### src/rtl/qkv_stream_sched_pkg.sv
// Shared types for the Q/K/V stream scheduler: vector formats, sequence length and FSM states.
package qkv_stream_sched_pkg;

  localparam int MAX_SEQ_LENGTH = 4;
  localparam int ELEM_W         = 8;
  localparam int VEC_DIM        = 4;

  localparam int Q_VEC_W = ELEM_W * VEC_DIM;
  localparam int K_VEC_W = ELEM_W * VEC_DIM;
  localparam int V_VEC_W = ELEM_W * VEC_DIM;

  typedef logic [Q_VEC_W-1:0] Q_VECTOR_T;
  typedef logic [K_VEC_W-1:0] K_VECTOR_T;
  typedef logic [V_VEC_W-1:0] V_VECTOR_T;

  typedef enum logic [1:0] {
    IDLE  = 2'd0,
    RUN   = 2'd1,
    DRAIN = 2'd2,
    DONE  = 2'd3
  } SCHED_STATE_T;

  // A read may issue only if the row it returns is guaranteed a FIFO slot; a pop
  // in the same cycle frees one, which is what sustains one row per cycle.
  function automatic logic credit_ok(input int cnt, input int infl, input int pop, input int depth);
    return (cnt + infl) < (depth + pop);
  endfunction

endpackage

### src/rtl/qkv_stream_sched_fifo.sv
// Small synchronous FIFO buffering one read stream toward dot_product.
// Occupancy is bounded by the caller's credit check, so push is never refused.
module qkv_stream_sched_fifo
  import qkv_stream_sched_pkg::*;
#(
  parameter type T         = logic,
  parameter int  DEPTH     = 2,
  localparam int CNT_W     = $clog2(DEPTH + 1),
  localparam int PTR_W     = (DEPTH > 1) ? $clog2(DEPTH) : 1
) (
  input  logic             clk,
  input  logic             rst_n,
  input  logic             flush,
  input  logic             push,
  input  T                 din,
  input  logic             pop,
  output T                 head,
  output logic [CNT_W-1:0] count,
  output logic             empty
);

  T                 mem_q [DEPTH];
  T                 mem_d [DEPTH];
  logic [PTR_W-1:0] rd_ptr_q, rd_ptr_d;
  logic [PTR_W-1:0] wr_ptr_q, wr_ptr_d;
  logic [CNT_W-1:0] cnt_q, cnt_d;
  logic             do_pop;

  function automatic logic [PTR_W-1:0] ptr_inc(input logic [PTR_W-1:0] p);
    return (p == PTR_W'(DEPTH - 1)) ? '0 : p + PTR_W'(1);
  endfunction

  always_comb begin
    do_pop   = pop && (cnt_q != '0);
    mem_d    = mem_q;
    rd_ptr_d = rd_ptr_q;
    wr_ptr_d = wr_ptr_q;
    cnt_d    = cnt_q;
    if (flush) begin
      rd_ptr_d = '0;
      wr_ptr_d = '0;
      cnt_d    = '0;
    end else begin
      if (push) begin
        mem_d[wr_ptr_q] = din;
        wr_ptr_d        = ptr_inc(wr_ptr_q);
      end
      if (do_pop) begin
        rd_ptr_d = ptr_inc(rd_ptr_q);
      end
      case ({push, do_pop})
        2'b10:   cnt_d = cnt_q + CNT_W'(1);
        2'b01:   cnt_d = cnt_q - CNT_W'(1);
        default: cnt_d = cnt_q;
      endcase
    end
  end

  always_ff @(posedge clk or negedge rst_n) begin
    if (!rst_n) begin
      for (int i = 0; i < DEPTH; i++) begin
        mem_q[i] <= '0;
      end
      rd_ptr_q <= '0;
      wr_ptr_q <= '0;
      cnt_q    <= '0;
    end else begin
      mem_q    <= mem_d;
      rd_ptr_q <= rd_ptr_d;
      wr_ptr_q <= wr_ptr_d;
      cnt_q    <= cnt_d;
    end
  end

  assign head  = mem_q[rd_ptr_q];
  assign count = cnt_q;
  assign empty = (cnt_q == '0);

endmodule

### src/rtl/qkv_stream_sched.sv
// Attention-pass sequencer: fetches Q rows once and K/V rows 0..KV_ROWS-1 per Q row
// from SRAM and streams them to dot_product over independent valid/ready channels.
module qkv_stream_sched
  import qkv_stream_sched_pkg::*;
#(
  parameter int  MAX_Q_ROWS = MAX_SEQ_LENGTH,
  parameter int  KV_ROWS    = MAX_SEQ_LENGTH,
  parameter int  FIFO_DEPTH = 2,
  localparam int QA_W       = $clog2(MAX_Q_ROWS),
  localparam int KA_W       = $clog2(KV_ROWS)
) (
  input  logic               clk,
  input  logic               rst_n,
  input  logic               start,
  input  logic               abort,
  input  logic [QA_W:0]      num_q_cfg,
  output logic               busy,
  output logic               done,
  output logic               q_rd_en,
  output logic [QA_W-1:0]    q_rd_addr,
  input  logic [Q_VEC_W-1:0] q_rd_data,
  output logic               kv_rd_en,
  output logic [KA_W-1:0]    kv_rd_addr,
  input  logic [K_VEC_W-1:0] k_rd_data,
  input  logic [V_VEC_W-1:0] v_rd_data,
  output logic               Q_vld_out,
  input  logic               Q_rdy_in,
  output logic [Q_VEC_W-1:0] q_out,
  output logic               K_vld_out,
  input  logic               K_rdy_in,
  output logic [K_VEC_W-1:0] k_out,
  output logic               V_vld_out,
  input  logic               V_rdy_in,
  output logic [V_VEC_W-1:0] v_out
);

  localparam int CNT_W = $clog2(FIFO_DEPTH + 1);

  SCHED_STATE_T     state_q, state_d;
  logic [QA_W:0]    num_q_q, num_q_d;
  logic [QA_W:0]    q_idx_q, q_idx_d;
  logic [QA_W:0]    kv_pass_q, kv_pass_d;
  logic [KA_W-1:0]  kv_idx_q, kv_idx_d;
  logic             q_infl_q, q_infl_d;
  logic             kv_infl_q, kv_infl_d;
  logic             done_q, done_d;

  logic [CNT_W-1:0] q_cnt, k_cnt, v_cnt;
  logic             q_empty, k_empty, v_empty;
  logic             q_pop, k_pop, v_pop;
  logic             accept_run, active, q_issue, kv_issue;
  logic [QA_W:0]    eff_num_q;

  // The first reads go out in the same cycle start is accepted, so the row is
  // already in its FIFO two edges later.
  always_comb begin
    accept_run = (state_q == IDLE) && start && !abort && (num_q_cfg != '0);
    active     = !abort && ((state_q == RUN) || accept_run);
    eff_num_q  = (state_q == IDLE) ? num_q_cfg : num_q_q;

    q_pop = !q_empty && Q_rdy_in;
    k_pop = !k_empty && K_rdy_in;
    v_pop = !v_empty && V_rdy_in;

    q_issue  = active && (q_idx_q < eff_num_q) &&
               credit_ok(int'(q_cnt), int'(q_infl_q), int'(q_pop), FIFO_DEPTH);
    kv_issue = active && (kv_pass_q < eff_num_q) &&
               credit_ok(int'(k_cnt), int'(kv_infl_q), int'(k_pop), FIFO_DEPTH) &&
               credit_ok(int'(v_cnt), int'(kv_infl_q), int'(v_pop), FIFO_DEPTH);
  end

  always_comb begin
    num_q_d   = accept_run ? num_q_cfg : num_q_q;
    q_idx_d   = q_idx_q;
    kv_idx_d  = kv_idx_q;
    kv_pass_d = kv_pass_q;
    if (abort || (state_q == DONE)) begin
      q_idx_d   = '0;
      kv_idx_d  = '0;
      kv_pass_d = '0;
    end else begin
      if (q_issue) begin
        q_idx_d = q_idx_q + (QA_W + 1)'(1);
      end
      if (kv_issue) begin
        if (kv_idx_q == KA_W'(KV_ROWS - 1)) begin
          kv_idx_d  = '0;
          kv_pass_d = kv_pass_q + (QA_W + 1)'(1);
        end else begin
          kv_idx_d  = kv_idx_q + KA_W'(1);
        end
      end
    end
    // SRAM data always returns one cycle after the strobe, so in-flight is just the delayed strobe.
    q_infl_d  = q_issue;
    kv_infl_d = kv_issue;
  end

  always_comb begin
    state_d = state_q;
    case (state_q)
      IDLE: begin
        if (start) begin
          state_d = (num_q_cfg == '0) ? DONE : RUN;
        end
      end
      RUN: begin
        if ((q_idx_q == num_q_q) && (kv_pass_q == num_q_q)) begin
          state_d = DRAIN;
        end
      end
      DRAIN: begin
        if (q_empty && k_empty && v_empty && !q_infl_q && !kv_infl_q) begin
          state_d = DONE;
        end
      end
      DONE:    state_d = IDLE;
      default: state_d = IDLE;
    endcase
    if (abort) begin
      state_d = IDLE;
    end
    done_d = (state_q == DONE) && !abort;
  end

  always_ff @(posedge clk or negedge rst_n) begin
    if (!rst_n) begin
      state_q   <= IDLE;
      num_q_q   <= '0;
      q_idx_q   <= '0;
      kv_idx_q  <= '0;
      kv_pass_q <= '0;
      q_infl_q  <= 1'b0;
      kv_infl_q <= 1'b0;
      done_q    <= 1'b0;
    end else begin
      state_q   <= state_d;
      num_q_q   <= num_q_d;
      q_idx_q   <= q_idx_d;
      kv_idx_q  <= kv_idx_d;
      kv_pass_q <= kv_pass_d;
      q_infl_q  <= q_infl_d;
      kv_infl_q <= kv_infl_d;
      done_q    <= done_d;
    end
  end

  qkv_stream_sched_fifo #(.T(Q_VECTOR_T), .DEPTH(FIFO_DEPTH)) u_q_fifo (
    .clk   (clk),
    .rst_n (rst_n),
    .flush (abort),
    .push  (q_infl_q),
    .din   (q_rd_data),
    .pop   (q_pop),
    .head  (q_out),
    .count (q_cnt),
    .empty (q_empty)
  );

  qkv_stream_sched_fifo #(.T(K_VECTOR_T), .DEPTH(FIFO_DEPTH)) u_k_fifo (
    .clk   (clk),
    .rst_n (rst_n),
    .flush (abort),
    .push  (kv_infl_q),
    .din   (k_rd_data),
    .pop   (k_pop),
    .head  (k_out),
    .count (k_cnt),
    .empty (k_empty)
  );

  qkv_stream_sched_fifo #(.T(V_VECTOR_T), .DEPTH(FIFO_DEPTH)) u_v_fifo (
    .clk   (clk),
    .rst_n (rst_n),
    .flush (abort),
    .push  (kv_infl_q),
    .din   (v_rd_data),
    .pop   (v_pop),
    .head  (v_out),
    .count (v_cnt),
    .empty (v_empty)
  );

  assign busy       = (state_q == RUN) || (state_q == DRAIN);
  assign done       = done_q;
  assign q_rd_en    = q_issue;
  assign q_rd_addr  = q_idx_q[QA_W-1:0];
  assign kv_rd_en   = kv_issue;
  assign kv_rd_addr = kv_idx_q;
  assign Q_vld_out  = !q_empty;
  assign K_vld_out  = !k_empty;
  assign V_vld_out  = !v_empty;

endmodule

### config.mk
export PLATFORM = sky130hd
export DESIGN_NAME = qkv_stream_sched
export DESIGN_NICKNAME = d
export VERILOG_FILES = /design/src/rtl/qkv_stream_sched_pkg.sv /design/src/rtl/qkv_stream_sched_fifo.sv /design/src/rtl/qkv_stream_sched.sv
export SDC_FILE = /design/constraint.sdc
export NUM_CORES = 1
export LEC_CHECK = 0
export CORE_MARGIN = 4
export CORE_UTILIZATION = 39
export DETAILED_ROUTE_END_ITERATION = 7
export REMOVE_ABC_BUFFERS = 1
export SLEW_MARGIN = 15
export SYNTH_ARGS = -nofsm -noshare
export SYNTH_HDL_FRONTEND = slang
export SYNTH_SLANG_ARGS = --single-unit
### constraint.sdc
create_clock -name clk -period 3.38 [get_ports clk]
set_input_delay 0.676 -clock clk [delete_from_list [all_inputs] [get_ports clk]]
set_output_delay 0.676 -clock clk [all_outputs]
set_load 0.01 [all_outputs]
Word level (Yosys, flattened, before mapping)
Cells that the tools add are included.
Widths: inputs -> output; s select.
{"block": "word_totals", "register_bits": 220, "latch_bits": 0, "ram_bits": 0, "rom_bits": 0, "out_inout_bits": 107, "wordCells": 194, "memories": 0}
{"block": "op_classes", "addsub": 21, "n_mul": 0, "n_div": 0, "order_cmp": 14, "eq_ne": 15, "shifts": 0, "mux": 57, "n_bitwise": 7, "reduce_logical": 57}
{"cell": "$mux 32", "n": 12}
{"cell": "$bwmux 64", "n": 3}
{"cell": "$demux 32 s1", "n": 3}
{"cell": "$logic_and 1x1->1", "n": 24}
{"cell": "$mux 2", "n": 11}
{"cell": "$reduce_bool 2->1", "n": 11}
{"cell": "$mux 1", "n": 18}
{"cell": "$mux 3", "n": 6}
{"cell": "$lt 3x3->1", "n": 5}
{"cell": "$eq 2x2->1 const B", "n": 6}
{"cell": "$ge 2x2->1 const B", "n": 6}
{"cell": "$not 1->2", "n": 6}
{"cell": "$pmux 2 s2", "n": 3}
{"cell": "$reduce_bool 3->1", "n": 4}
{"cell": "$add 2x1->3", "n": 3}
{"cell": "$add 2x1->3 const A", "n": 3}
{"cell": "$ne 3x3->1 const B", "n": 3}
{"cell": "$add 2x1->2 const B", "n": 4}
{"cell": "$eq 2x1->1 const B", "n": 4}
{"cell": "$logic_not 2->1", "n": 4}
{"cell": "$pmux 2 s4", "n": 1}
{"cell": "$add 1x1->1 const B", "n": 6}
{"cell": "$add 3x1->3 const B", "n": 2}
{"cell": "$eq 3x3->1", "n": 2}
{"cell": "other kinds (8)", "n": 21}

Depth between registers and ports, before layout
{"block": "depth", "ltp_word": 11, "ltp_mapped": 8, "mapped_depth_nobuf": 7}

By module
From an unflattened synthesis, not the netlist that was laid out.
{"block": "unflattened", "cells_unflattened": 701, "area_unflattened_um2": 10866.7}
{"mod": "qkv_stream_sched_fifo", "n_inst": 3, "cells_each": 193, "area_per_inst_um2": 3243.1, "seq_area_each_um2": 1701.6}
{"mod": "qkv_stream_sched", "n_inst": 1, "cells_each": 122, "area_per_inst_um2": 1137.3, "seq_area_each_um2": 400.4}

Least setup slack after synthesis
Ideal clock, no wire load.
{"block": "synth_timing", "kind": "register -> output", "startpoint": "register state_q[0]", "endpoint": "output port kv_rd_en", "arrival_time_ns": 1.633, "required_time_ns": 2.704, "setup_slack_ns": 1.071, "path_stages_with_launch": 8, "n_path_buf": 1, "path_cell_list": "dfrtp_1 inv_1 ha_1 buf_6 mux2i_2 a211oi_2 nand4_2 nor2_1"}
{"block": "synth_via", "elab_chain_cells": 9}
{"item": "start: declaration", "line_no": "qkv_stream_sched.sv:39", "rtl": "SCHED_STATE_T state_q, state_d;"}
{"item": "start signal: assignment", "line_no": "qkv_stream_sched.sv:137", "rtl": "state_q <= state_d;"}
{"item": "branches (longest 6 deep; another with $lt 3x3->1)"}
{"item": "$logic_and 1x1->1 * (2 in a row)", "line_no": "qkv_stream_sched.sv:67", "rtl": "kv_issue = active && (kv_pass_q < eff_num_q) &&"}
{"item": "$logic_and 1x1->1 *", "line_no": "qkv_stream_sched.sv:68", "rtl": "credit_ok(int'(k_cnt), int'(kv_infl_q), int'(k_pop), FIFO_DEPTH) &&"}
{"item": "end: declaration", "line_no": "qkv_stream_sched.sv:22", "rtl": "output logic kv_rd_en,"}
Every way passes the cells marked *.

Worst setup path after layout
{"block": "layout_timing", "startpoint": "register state_q[1]", "endpoint": "output port q_rd_en"}
{"block": "layout_via", "elab_chain_cells": 8}
{"item": "branches (longest 6 deep; another with $lt 3x3->1)"}
{"item": "$logic_and 1x1->1 * (2 in a row)", "line_no": "qkv_stream_sched.sv:65", "rtl": "q_issue = active && (q_idx_q < eff_num_q) &&"}
{"item": "end: declaration", "line_no": "qkv_stream_sched.sv:19", "rtl": "output logic q_rd_en,"}
Marked as above.

==> impl_results.md <==
* Die Y at approximately 170 µm
* GRT met3 Usage at between 6 and 7%
* Max-slew violations at 0
* Routed WL per cell at 18.7 µm
* Max-cap violations at 0
* Peak Freq at 0.308 GHz
* Diode count at 0
* Initial DRC Count at 201
* XOR/XNOR Fraction of Synth Area at 0.796%
* Core area at 25100 µm²
* Netlist cell types at 40
* Gp weighted congestion at between 0.7 and 0.8
* Synth cell count leaders: mux2_2 (290), dfrtp_1 (220), clkbuf_1 (20)
* Via count at 6382
* First-pass GRT wire length at 39100 µm
* Async SR Flop Fraction at 100%
* Final WS setup at 0.129 ns
* CTS Buffer Depth at 3
* FF-to-FF path depth at 8
* CTS tree: done
* R2r startpoint: state_q[1]
* Final clock skew at 0.0128 ns
* Final nets at 1034
* Final antenna-violating net count at 0
* Post-Place Cells at around 1.2k
* Crit path time final at 3.25 ns
* Fin. Hold Viols at 0
* Post-Syn Instances at 692
* Synth top area cells: dfrtp_1 (56%), mux2_2 (33%), ha_1 (1.8%)
* Post-DR vias/cell at 5.05
* Post-Synth Simple-Gate Area at 3.26%
* Largest net degree at the start of global routing at 90
* Post-synth top area cell: dfrtp_1
* Row count at 58
* Met1 global-route usage at 21.6%
* Fill cells at 2145
* Final instance area at ~13000 µm²
* Count leader, synth: mux2_2
* Critical path peak fanout at 5
* Share of layout cells above drive strength 1 at between 40 and 50%
* Kind of critical path: reg -> out
* Final core utilization at 53.5%
* Leakage power at 5.81 nW
* Die Area at between 20000 and 30000 µm²
* P_int at 8.87 mW
* R2r setup slk at 1.25 ns
* Synth Area in Adders at 1.77%
* Sequential Power Share at 35.6%
* GR peak layer: met2
* Num CTS Buffers at 26
* Sequential fraction of the synthesis area at 55.6%
* Layout area overhead at 35.6%
* Gate power share at between 40% and 50%
* CP Data Required Time at 2.70 ns
* Slew headroom at 52.5%
* Slew @ Worst Pin at 0.713 ns
* Status: finished clean
* Chip width at approximately 170 µm
* Initial core utilization at 39.5%
* Hold slack at approximately 0.15 ns
* Final setup vio count at 0
* # clock sinks at 220
* All-Layer GR Usage at 16.9%
* Area of the multi-input gates at 4230 µm²
* Initial antenna violation count at 1
* Non-filler cells, final at roughly 1.3k
* Post-route DRC violation count at 0
* Worst path arrival time at 2.57 ns
* Met2 Use GR at a little over a quarter
* Avg Synthesized Cell Area at between 10 and 15 µm²
* Port Buffers at 212
* Synth warn at 0
* Register area at 5510 µm²
* Clock share of power at a little under a quarter
* Synthesized flop and latch total at 220
* Largest family of logic cells by synthesized area: multiplexers
* Sw Share at 29.1%
* Compound-gate portion of the synthesized area at 2.78%
* RSZ-0062 raised after global routing: yes
* Mux cell area share after synthesis at 33.6%
* CTS clk-pin slew, worst paths at 0.06 ns
* Final period utilization at between 90% and 100%
* CTS root buf: clkbuf_16
* DRT Pass-1 Iters at 4
* Setup Slack @ Placement at roughly 0.15 ns
* Worst setup SP type: register
* Ports at 213
* Cell Area, Placed at 12400 µm²
* Number of global-route vias before repair at 7234
* Final wirelength at 23700 µm
* Clock latency on the worst-skew pair at approximately 0.52 ns
* Yosys top cell area share at 55.6%
* Peak supply drop at between 0.0005 and 0.0006 V
* Hold WC Path Type: in -> async
* DP Wirelength at between 15000 and 20000 µm
* CTS H-tree lvls at 1
* PD cells at 932 nW/µm²
* Top FF cell, synth: dfrtp_1
* Crit end category: primary output
* Post-synth EDFFs at 0
* Cts hold-fix bufs at 0
* Post-Route Setup TNS at 0 ns
* PnR Total Power at around 13 mW
* NetSw at roughly 3.6 mW
* Netlist Area Pre-Place at 9910 µm²
* GRT overflow at 0
* Worst R2R End: kv_pass_q[1]
==> layout make-up <==
type	count	share of cell area, %
sequential	220	41.0
multi-input combinational	422	31.5
timing repair buffer	231	17.0
clock buffer	40	6.14
tap	330	3.07
clock inverter	8	0.904
inverter	13	0.363
==> worst max path at each step <==
stage,from,end,slack (ns),cells after the start
final,state_q[1],q_rd_en,0.13,7
after global routing,state_q[1],q_rd_en,-0.02,7
after detailed placement,abort,q_rd_en,0.15,6
after CTS,state_q[1],q_rd_en,0.02,7
after global placement,abort,q_rd_en,0.14,6
after floorplan,abort,u_k_fifo.mem_q[32],0.66,4
==> per-layer routing <==
layer  wire length [µm]  part of all wire [%]
met2              11200                    47
met1              10000                    42
met5                 20                 0.084
met3               2010                   8.5
met4                478                   2.0
==> repair_timing <==
action,in CTS,in global routing
buffers inserted,0,2
endpoints found under the setup margin,2,2
hold endpoints to repair,0,0
gates resized for setup,6,3
==> cell usage in the layout, fill, tap and decap left out, drive strengths merged, types with 3 or more instances in the layout <==
cell / synthesis / layout
mux2: 290 / 290
dfrtp: 220 / 220
mux2i: 6 / 6
nand2: 11 / 11
or2: 4 / 4
a211oi: 3 / 3
buf: 16 / 20
or3: 5 / 5
nor2: 17 / 17
a21oi: 10 / 10
clkbuf: 21 / 40
nor2b: 3 / 3
o22ai: 3 / 3
o21ai: 16 / 16
clkinv: 0 / 3
a2111oi: 3 / 3
clkdlybuf4s50: 0 / 211
xnor2: 6 / 6
nand3: 8 / 8
or4: 4 / 4
bufinv: 0 / 3
ha: 14 / 14
inv: 13 / 14
xor2: 3 / 3
o31ai: 3 / 3
==> power groups by stage <==
stage | clock, mW | combinational (mW) | sequential (mW)
final | 2.99 | 5.07 | 4.45
after global routing | 3.19 | 5.50 | 4.60
after CTS | 3.08 | 5.10 | 4.48
after detailed placement | 0 | 5.04 | 4.51
after global placement | 0 | 4.94 | 4.40
after floorplan | 0 | 2.81 | 4.35
==> critical path, cell delays in order, from the launching register on <==
cell and delay, ns:
dfrtp_1 0.41, inv_1 0.16, ha_4 0.21, mux2i_2 0.32, o22ai_1 0.14, a21oi_2 0.24
nor2_2 0.08, clkdlybuf4s50_1 0.49
==> registers in the layout, summed over array words and instances, names as in the netlist <==
signal             count
kv_pass_q              3
u_v_fifo.count         2
u_q_fifo.mem_q        64
state_q                2
u_k_fifo.count         2
u_v_fifo.mem_q        64
q_infl_q               1
u_k_fifo.rd_ptr_q      1
u_q_fifo.wr_ptr_q      1
q_idx_q                3
kv_infl_q              1
u_q_fifo.rd_ptr_q      1
u_k_fifo.mem_q        64
kv_rd_addr             2
u_v_fifo.wr_ptr_q      1
num_q_q                3
u_k_fifo.wr_ptr_q      1
done                   1
u_v_fifo.rd_ptr_q      1
u_q_fifo.count         2
==> cell families after synthesis <==
logic type,Yosys count
buf+inv,50
flops,220
mux,296
simple gates,60
xor+xnor,9
compound gates,43
fa+ha+maj,14
(Power assumes the default switching activity.)
